<file path="src/rtl/mac_pkg.sv">
// Shared definitions for the 8x8 multi-precision multiplier and its lane accumulator:
// precision-mode codes, convolution-type codes, lane counts and the mode -> active-lane mask map.
package mac_pkg;

    localparam logic [2:0] M8X8 = 3'd0;
    localparam logic [2:0] M8X4 = 3'd1;
    localparam logic [2:0] M8X2 = 3'd2;
    localparam logic [2:0] M4X4 = 3'd3;
    localparam logic [2:0] M4X2 = 3'd4;
    localparam logic [2:0] M2X2 = 3'd5;

    localparam logic [1:0] CONV_STD = 2'd0;
    localparam logic [1:0] CONV_DW  = 2'd1;
    localparam logic [1:0] CONV_PW  = 2'd2;

    localparam int N_LANES = 4;
    localparam int LANES_1 = 1;
    localparam int LANES_2 = 2;
    localparam int LANES_4 = 4;

    typedef enum logic [1:0] {
        S_IDLE   = 2'd0,
        S_ACCUM  = 2'd1,
        S_OUTPUT = 2'd2
    } acc_state_t;

    // Narrower operands pack more products per beat; reserved codes fall back to one lane.
    function automatic logic [3:0] lane_mask(input logic [2:0] mode);
        case (mode)
            M8X8:             lane_mask = 4'b0001;
            M8X4, M4X4:       lane_mask = 4'b0011;
            M8X2, M4X2, M2X2: lane_mask = 4'b1111;
            default:          lane_mask = 4'b0001;
        endcase
    endfunction

endpackage

</file>
<file path="src/rtl/mac_acc_lane.sv">
// One accumulator lane: clear/enable/add of a sign-extended product, plus output narrowing.
// Build option MAC_ACC_SAT_EN: clamp the narrowed result instead of wrapping it.
module mac_acc_lane #(
    parameter int IN_W  = 16,
    parameter int ACC_W = 32,
    parameter int OUT_W = 24
) (
    input  logic             clk,
    input  logic             rst,
    input  logic             i_clear,
    input  logic             i_en,
    input  logic [IN_W-1:0]  i_prod,
    output logic [OUT_W-1:0] o_res,
    output logic             o_ovf
);

    logic [ACC_W-1:0]     r_acc;
    logic [ACC_W-1:0]     w_sum;
    logic [ACC_W-1:0]     w_next;
    logic [ACC_W-OUT_W:0] w_top;

    assign w_sum  = r_acc + {{(ACC_W-IN_W){i_prod[IN_W-1]}}, i_prod};
    assign w_next = i_en ? w_sum : r_acc;

    // The value fits OUT_W signed bits only if every bit from OUT_W-1 upward equals the sign.
    assign w_top = w_next[ACC_W-1:OUT_W-1];
    assign o_ovf = !((&w_top) || !(|w_top));

`ifdef MAC_ACC_SAT_EN
    assign o_res = o_ovf ? {w_next[ACC_W-1], {(OUT_W-1){~w_next[ACC_W-1]}}}
                         : w_next[OUT_W-1:0];
`else
    assign o_res = w_next[OUT_W-1:0];
`endif

    always_ff @(posedge clk) begin
        if (rst || i_clear) begin
            r_acc <= '0;
        end else if (i_en) begin
            r_acc <= w_sum;
        end
    end

endmodule

</file>
<file path="src/rtl/mac_lane_accumulator.sv">
// Kernel accumulator for packed multiplier products: FSM, beat counter, config latches, handshakes.
// Build option MAC_ACC_SAT_EN (in mac_acc_lane) selects saturating instead of wrapping outputs.
module mac_lane_accumulator
    import mac_pkg::*;
#(
    parameter int IN_W  = 16,
    parameter int ACC_W = 32,
    parameter int OUT_W = 24,
    parameter int KMAX  = 1024
) (
    input  logic                       clk,
    input  logic                       rst,
    input  logic [2:0]                 cfg_mode,
    input  logic [$clog2(KMAX+1)-1:0]  cfg_klen,
    input  logic                       start,
    output logic                       busy,
    input  logic                       in_valid,
    output logic                       in_ready,
    input  logic [4*IN_W-1:0]          in_prod,
    output logic                       out_valid,
    input  logic                       out_ready,
    output logic [4*OUT_W-1:0]         out_data,
    output logic [3:0]                 out_lanes,
    output logic                       out_ovf,
    output logic [1:0]                 o_dbg_state
);

    localparam int KLEN_W = $clog2(KMAX+1);

    // Handshakes: a transfer happens on a rising edge where valid && ready. in_ready is high only
    // in ACCUM; out_valid is high only in OUTPUT and out_data/out_lanes/out_ovf hold until taken.

    acc_state_t          r_state;
    acc_state_t          w_state_nxt;
    logic [3:0]          r_mask;
    logic [KLEN_W-1:0]   r_klen;
    logic [KLEN_W-1:0]   r_count;
    logic [4*OUT_W-1:0]  r_out_data;
    logic [3:0]          r_out_lanes;
    logic                r_out_ovf;

    logic                w_start_acc;
    logic                w_beat;
    logic                w_last;
    logic [OUT_W-1:0]    w_lane_res [4];
    logic [3:0]          w_lane_ovf;
    logic [4*OUT_W-1:0]  w_out_nxt;
    logic                w_ovf_any;

    assign w_start_acc = start && (r_state == S_IDLE);
    assign w_beat      = in_valid && in_ready;
    assign w_last      = w_beat && (r_count == (r_klen - KLEN_W'(1)));

    for (genvar g = 0; g < 4; g++) begin : g_lane
        mac_acc_lane #(
            .IN_W  (IN_W),
            .ACC_W (ACC_W),
            .OUT_W (OUT_W)
        ) u_lane (
            .clk     (clk),
            .rst     (rst),
            .i_clear (w_start_acc),
            .i_en    (w_beat && r_mask[g]),
            .i_prod  (in_prod[g*IN_W +: IN_W]),
            .o_res   (w_lane_res[g]),
            .o_ovf   (w_lane_ovf[g])
        );
    end

    always_comb begin
        w_out_nxt = '0;
        w_ovf_any = 1'b0;
        for (int i = 0; i < 4; i++) begin
            if (r_mask[i]) begin
                w_out_nxt[i*OUT_W +: OUT_W] = w_lane_res[i];
                w_ovf_any = w_ovf_any | w_lane_ovf[i];
            end
        end
    end

    always_comb begin
        w_state_nxt = r_state;
        busy        = 1'b0;
        in_ready    = 1'b0;
        out_valid   = 1'b0;
        case (r_state)
            S_IDLE: begin
                if (start) w_state_nxt = S_ACCUM;
            end
            S_ACCUM: begin
                busy     = 1'b1;
                in_ready = 1'b1;
                if (in_valid && (r_count == (r_klen - KLEN_W'(1)))) w_state_nxt = S_OUTPUT;
            end
            S_OUTPUT: begin
                busy      = 1'b1;
                out_valid = 1'b1;
                if (out_ready) w_state_nxt = S_IDLE;
            end
            default: w_state_nxt = S_IDLE;
        endcase
    end

    always_ff @(posedge clk) begin
        if (rst) begin
            r_state     <= S_IDLE;
            r_mask      <= '0;
            r_klen      <= '0;
            r_count     <= '0;
            r_out_data  <= '0;
            r_out_lanes <= '0;
            r_out_ovf   <= 1'b0;
        end else begin
            r_state <= w_state_nxt;
            if (w_start_acc) begin
                r_mask  <= lane_mask(cfg_mode);
                r_klen  <= (cfg_klen == '0) ? KLEN_W'(1) : cfg_klen;
                r_count <= '0;
            end else if (w_beat) begin
                r_count <= r_count + KLEN_W'(1);
            end
            // Capture from the sums including the last beat, so the result is valid next cycle.
            if (w_last) begin
                r_out_data  <= w_out_nxt;
                r_out_lanes <= r_mask;
                r_out_ovf   <= w_ovf_any;
            end
        end
    end

    assign out_data    = r_out_data;
    assign out_lanes   = r_out_lanes;
    assign out_ovf     = r_out_ovf;
    assign o_dbg_state = r_state;

endmodule

</file>
<file path="config.mk">
export PLATFORM = sky130hd
export DESIGN_NAME = mac_lane_accumulator
export DESIGN_NICKNAME = d
export VERILOG_FILES = /design/src/rtl/mac_pkg.sv /design/src/rtl/mac_acc_lane.sv /design/src/rtl/mac_lane_accumulator.sv
export SDC_FILE = /design/constraint.sdc
export NUM_CORES = 1
export LEC_CHECK = 0
export ABC_AREA = 1
export ABC_CLOCK_PERIOD_IN_PS = 2510
export BUFFER_PORTS_ARGS = -buffer_cell sky130_fd_sc_hd__buf_4
export CAP_MARGIN = 20
export CELL_PAD_IN_SITES_DETAIL_PLACEMENT = 1
export CELL_PAD_IN_SITES_GLOBAL_PLACEMENT = 1
export CORE_MARGIN = 5
export CORE_UTILIZATION = 38
export DETAILED_ROUTE_END_ITERATION = 16
export PLACE_DENSITY = 0.9
export SLEW_MARGIN = 20
export SYNTH_ARGS = -nofsm -noshare
export SYNTH_HDL_FRONTEND = slang
export SYNTH_SLANG_ARGS = --single-unit
</file>
<file path="constraint.sdc">
create_clock -name clk -period 2.51 [get_ports clk]
set_input_delay 0.251 -clock clk [delete_from_list [all_inputs] [get_ports clk]]
set_output_delay 0.251 -clock clk [all_outputs]
set_load 0.005 [all_outputs]
</file>
Word level (Yosys, flattened, before mapping)
Cells that the tools add are included.
{"block": "classes", "add_sub_neg": 6, "multipliers": 0, "div": 0, "magnitude_cmp": 0, "n_eq_ne": 11, "shift": 0, "n_mux": 21, "bitwise_logic": 3, "n_reduce_logical": 36}
{"operator": "$add 32x32->32", "count": 4}
{"operator": "$mux 32", "count": 4}
{"operator": "$mux 24", "count": 4}
{"operator": "$reduce_and 9->1", "count": 4}
{"operator": "$reduce_or 9->1", "count": 4}
{"operator": "$add 11x1->11 const B", "count": 1}
{"operator": "$eq 11x11->1", "count": 1}
{"operator": "$logic_not 11->1", "count": 1}
{"operator": "$mux 11", "count": 1}
{"operator": "$sub 11x1->11 const B", "count": 1}
{"operator": "$logic_and 1x1->1", "count": 8}
{"operator": "$logic_not 1->1", "count": 8}
{"operator": "$pmux 4 s2", "count": 1}
{"operator": "$mux 1", "count": 7}
{"operator": "$eq 3x2->1 const B", "count": 2}
{"operator": "$eq 3x3->1 const B", "count": 2}
{"operator": "$mux 2", "count": 3}
{"operator": "$ne 2x2->1 const B", "count": 3}
{"operator": "$pmux 2 s3", "count": 1}
{"operator": "$reduce_or 2->1", "count": 3}
{"operator": "$logic_or 1x1->1", "count": 5}
{"operator": "$eq 3x1->1 const B", "count": 1}
{"operator": "$or 1x1->1", "count": 3}
{"operator": "$reduce_and 3->1", "count": 1}
{"operator": "4 further kinds", "count": 4}
{"block": "word_totals", "ff_bits": 257, "latch_bits": 0, "mem_bits_rw": 0, "rom_bits": 0, "in_bits": 83, "output_inout_bits": 106, "elab_cells": 88, "n_memories": 0}

Longest topological paths before layout
{"block": "depth", "depth_word": 16, "mapped_depth": 23, "ltp_nobuf": 23}

By module
A second synthesis with hierarchy kept.
{"block": "hier_totals", "hier_cells": 3499, "area_unflattened_um2": 20906.3}
{"module": "mac_acc_lane at g_lane[0].u_lane ...", "n_inst": 2, "cells_per_inst": 703, "area_per_inst_um2": 3905.0, "seq_area_each_um2": 640.6}
{"module": "mac_acc_lane at g_lane[2].u_lane ...", "n_inst": 2, "cells_per_inst": 703, "area_per_inst_um2": 3902.5, "seq_area_each_um2": 640.6}
{"module": "mac_lane_accumulator", "n_inst": 1, "cells_per_inst": 687, "area_per_inst_um2": 5291.3, "seq_area_each_um2": 2542.4}

Least setup slack after synthesis
Ideal clock, no wire load.
{"block": "synth_path", "path_type": "flip-flop to flip-flop", "start": "reg g_lane[0].u_lane.r_acc[0]", "end": "reg r_out_ovf, in the netlist out_ovf", "setup_ns": 0.117, "arrival_time_ns": 2.223, "t_required_ns": 2.393, "path_slack_ns": 0.170, "path_stages_with_launch": 19, "n_path_buf": 0, "synth_period_minus_slack_ns": 2.340, "path_cell_list": "dfxtp_1 ha_1 fa_1 nand3_1 nand3_1 nand2_1 nand2_1 nand2_1 nand3_1 nand2_1 nand2_1 o21ai_0 nand2_1 nor2_1 nand3_1 nand3_1 nand3_1 nor2_1 nor2_1"}
{"block": "synth_via", "elab_chain_cells": 13, "word_cells_on_any_way": 14, "classes_between": "1 x add/sub; 5 x mux; 3 x bitwise; 5 x reduce/logical"}
{"element": "from (decl)", "line_no": "mac_acc_lane.sv:17", "rtl": "logic [ACC_W-1:0] r_acc;"}
{"element": "from (signal assigned)", "line_no": "mac_acc_lane.sv:40", "rtl": "r_acc <= w_sum;"}
{"element": "$add 32x32->32 *", "line_no": "mac_acc_lane.sv:22", "rtl": "assign w_sum = r_acc + {{(ACC_W-IN_W){i_prod[IN_W-1]}}, i_prod};"}
{"element": "$mux 32 *", "line_no": "mac_acc_lane.sv:23", "rtl": "assign w_next = i_en ? w_sum : r_acc;"}
{"element": "$reduce_or 9->1", "line_no": "mac_acc_lane.sv:27", "rtl": "assign o_ovf = !((&w_top) || !(|w_top));"}
{"element": "$logic_not 1->1", "line_no": "mac_acc_lane.sv:27"}
{"element": "$logic_or 1x1->1 *", "line_no": "mac_acc_lane.sv:27"}
{"element": "$logic_not 1->1 *", "line_no": "mac_acc_lane.sv:27"}
{"element": "$mux 1 *", "line_no": "mac_lane_accumulator.sv:74", "rtl": "if (r_mask[i]) begin"}
{"element": "$or 1x1->1", "line_no": "mac_lane_accumulator.sv:76", "rtl": "w_ovf_any = w_ovf_any | w_lane_ovf[i];"}
{"element": "$mux 1 *", "line_no": "mac_lane_accumulator.sv:74"}
{"element": "$or 1x1->1", "line_no": "mac_lane_accumulator.sv:76"}
{"element": "$mux 1 *", "line_no": "mac_lane_accumulator.sv:74"}
{"element": "$or 1x1->1", "line_no": "mac_lane_accumulator.sv:76"}
{"element": "$mux 1 *", "line_no": "mac_lane_accumulator.sv:74"}
{"element": "to (signal assigned)", "line_no": "mac_lane_accumulator.sv:126", "rtl": "r_out_ovf <= w_ovf_any;"}
{"element": "to (decl)", "line_no": "mac_lane_accumulator.sv:40", "rtl": "logic r_out_ovf;"}
Every way passes the cells marked *; elsewhere a longest branch is shown, timed or not.
A chain may end at the register's enable or synchronous reset.

Worst setup path after layout
{"block": "layout_path", "start": "reg g_lane[0].u_lane.r_acc[4]", "end": "reg r_out_ovf, in the netlist out_ovf"}
Same word-level chain as after synthesis.

==> impl_results.md <==
* GPL Wtd Cong at 0.943
* Mapped Area at 0.0197 mm^2
* Die H at 238 um
* Longest Clk Path Bufs at 3
* Critical Path End Type: register
* Synth area leaders: dfxtp_1 (26%), nand2_1 (24%), inv_1 (11%)
* CTS tree: done
* Vias in the first global route at 24870
* Residual DRC at 0
* R2R Path Start: g_lane[0].u_lane.r_acc[4]
* Slew @ Worst Pin at 789 ps
* Post-synthesis xor/xnor area fraction at 4.40%
* Placed insts at 4406
* Antenna violations before repair at 5
* CP max-delay cell: dfxtp_1
* Clock-pin slew on the worst setup and hold paths at 70 ps
* CTS buffer count at 31
* R2r worst-path depth at 19
* Final hold vios at 0
* # clock sinks at 255
* Htree depth at 1
* Non-Filler Instances at 4505
* Hold Startpoint: in_prod[16]
* Final wirelength at 100 mm
* Final ANT Viol Nets at 0
* Setup crit start kind: register
* Hpwl dp at 59.1 mm
* Syn nets at 3546
* TritonRoute pass-1 iters at 6
* Area of the die at 0.0565 mm^2
* Mux cell area share after synthesis at 0%
* Status: finished, violations left
* Post-synth cell types at 47
* Root Driver: clkbuf_16
* Worst setup margin at -486 ps
* Post-route cell area at 0.0269 mm^2
* Leakage power at 14.2 nW
* Worst skew pair latency at 630 ps
* CP dominant cell by count: nand2_1
* Worst path required time at 3020 ps
* Fin Setup TNS at -24520 ps
* Gr ovfl total at 0
* Post-synthesis compound-gate area fraction at 10.9%
* Worst Hold Path Cells at 4
* Count of input and output buffers at 188
* Worst slack at placement at -386 ps
* CP Buf/Inv Count at 1
* Final setup viols at 161
* Layout area overhead at 36.5%
* Kind of critical path: register to register
* Worst hold endpoint: g_lane[1].u_lane.r_acc[0]
* Max Slew Vio Count at 0
* Post-synthesis simple-gate area fraction at 36.8%
* Post-synth top area share at 25.9%
* Commonest cells in the netlist: nand2_1 (1237), inv_1 (595), nor2_1 (262)
* # rows at 83
* Pin count of the biggest net entering global routing at 105
* RSZ-0062 raised after global routing: true
* Max Cap Viol at 0
* Via count at 24919
* Yosys reg bits at 255
* 1st-iter DRT viols at 1814
* Worst hold margin at 32.8 ps
* Post-synth top flop: dfxtp_1
* Crit-path cells: ha_1, nand2_1, inv_1, nand2_1, nand2_1, nand2_1, nand3b_1, nand2_2, nand2_1, nand2_1, nand3_2, nand2_1, nand2_1, nor2_2, nand3_1, nand3_1, nand3_2, nor2_1, nor2_1
* R2R setup slack at -490 ps
* Post-synthesis adder-cell area fraction at 8.65%
* Fraction of layout cells with a size suffix above 1 at 24.5%
* Cell with the most instances after synthesis: nand2_1
* Min-delay worst type: input pin to register
* Wire length per cell at 22.3 um
* Synth Instances at 3329
* FF-to-FF End: out_ovf
* Post-synth EDFFs at 0
* Avg Inst Size Synth at 5.92 um^2
* Worst Skew at 30.5 ps
* Fraction of registers with async set/reset at 0%
* Final Cycle Share at 119%
* Starting density of the core at 38.4%
* Maximum vdd drop at 721 uV
* Slew HR at 47.4%
* I/O Pins at 189
* Nets at 4018
* YS warnings at 0
* Vias/cell at 5.53
* Sequential element share of the synthesized area at 25.9%
* Placed Area at 0.0239 mm^2
* Cell taking the most area after synthesis: dfxtp_1
* Crit path max fanout at 4
* Crit path largest cell delay at 530 ps
* Cell family with most CP delay: simple AND/OR/NAND/NOR gates
* Largest family of logic cells by synthesized area: simple AND/OR/NAND/NOR gates
* Core Footprint at 0.0514 mm^2
* GRT Total Usage at 28.2%
* Worst EP arrival at 3500 ps
* Die width at 238 um
* Global-route wire length before repair at 131 mm
* Power density over the cells at 510 mW/mm^2
* Tmin final at 3000 ps
* Fmax at 334 MHz
* Failing checks: setup timing
==> per-stage QoR <==
stage	utilization (%)	power, mW
final	52.4	13.7
after global routing	52.4	14.2
after CTS	50.2	13.0
after detailed placement	46.6	7.78
after global placement	46.6	7.60
after floorplan	-	6.37
==> state kept, by name, summed over array words and instances, names as in the netlist <==
register and flops:
r_klen 11, r_mask 3, g_lane.u_lane.r_acc 128, out_ovf 1, out_data 96, r_count 11, out_lanes 3, o_dbg_state 2
==> cell usage in the layout (no fill, tap or decap), types with 12 or more instances in the layout <==
cell type / synthesis / layout
nand2_1: 1237 / 1160
inv_1: 595 / 589
buf_4: 4 / 482
dfxtp_1: 255 / 240
nor2_1: 262 / 203
nand3_1: 179 / 157
a21oi_1: 192 / 155
nand2_2: 8 / 80
ha_1: 130 / 76
o21ai_0: 63 / 58
xnor2_1: 57 / 56
a21oi_2: 18 / 53
o211ai_1: 53 / 53
nor2_2: 5 / 48
xor2_1: 42 / 41
ha_4: 0 / 41
clkbuf_16: 0 / 34
or2_2: 32 / 32
a31o_2: 22 / 22
nand3_2: 1 / 20
nor2_4: 2 / 18
nand4_1: 17 / 17
dlygate4sd3_1: 0 / 17
nor3_1: 23 / 16
ha_2: 0 / 13
buf_12: 0 / 13
dfxtp_2: 0 / 12
==> worst max path at each step <==
stage / startpoint / end / cells after the start / slack (ps)
after CTS: g_lane[1].u_lane.r_acc[0] / out_ovf / 23 / -60
after floorplan: g_lane[0].u_lane.r_acc[0] / out_ovf / 18 / 170
final: g_lane[0].u_lane.r_acc[4] / out_ovf / 19 / -490
after detailed placement: in_prod[47] / out_ovf / 20 / -390
after global routing: g_lane[0].u_lane.r_acc[4] / out_ovf / 17 / -540
after global placement: in_prod[47] / out_ovf / 20 / -350
==> area by class of cell <==
cell class	instances	area, um^2
multi-input cells	2393	13400
fillers	6887	24500
repair buffers	520	4200
diodes	2	5.00
clock buffers	42	877
inverters	600	2260
flip-flops and latches	255	5130
clock inverters	13	236
well taps	680	851
==> kinds of logic after synthesis <==
logic type / after synthesis
XOR/XNOR: 99
adder cells (fa/ha/maj): 134
flip-flops: 255
AND/OR/NAND/NOR: 1795
buffers and inverters: 681
AO/OA/AOI/OAI: 365
==> power breakdown <==
part           leakage [nW]  switching (mW)  internal [mW]
Clock                 0.546            2.11           3.06
Combinational          11.5            2.68           1.55
Sequential             2.07           0.158           4.19
Total                  14.2            4.94           8.80
==> what timing repair did <==
item,CTS,global route
hold endpoints to repair,16,0
gates resized for setup,96,237
hold buffers,17,0
setup endpoints to repair,103,114
setup buffers,13,7
cloned,2,4
pin swaps,42,41
==> worst register-to-register path, delay by kind of cell (launching register included) <==
kind                     cells  cell delay [ps]
flip-flops                   1              530
buffers and inverters        1               90
adder cells (fa/ha/maj)      1              380
AND/OR/NAND/NOR             17             1880
==> layer usage <==
metal	share of wire, %	GRT usage (%)	wire length, um	up-vias
li1	-	-	-	11203
met1	37	32.5	37100	11858
met2	48	51.2	47900	1278
met3	7.0	4.20	7010	574
met4	8.3	13.1	8310	6
met5	0.041	0	41	-
No activity file was read; power rests on OpenSTA's default activity.
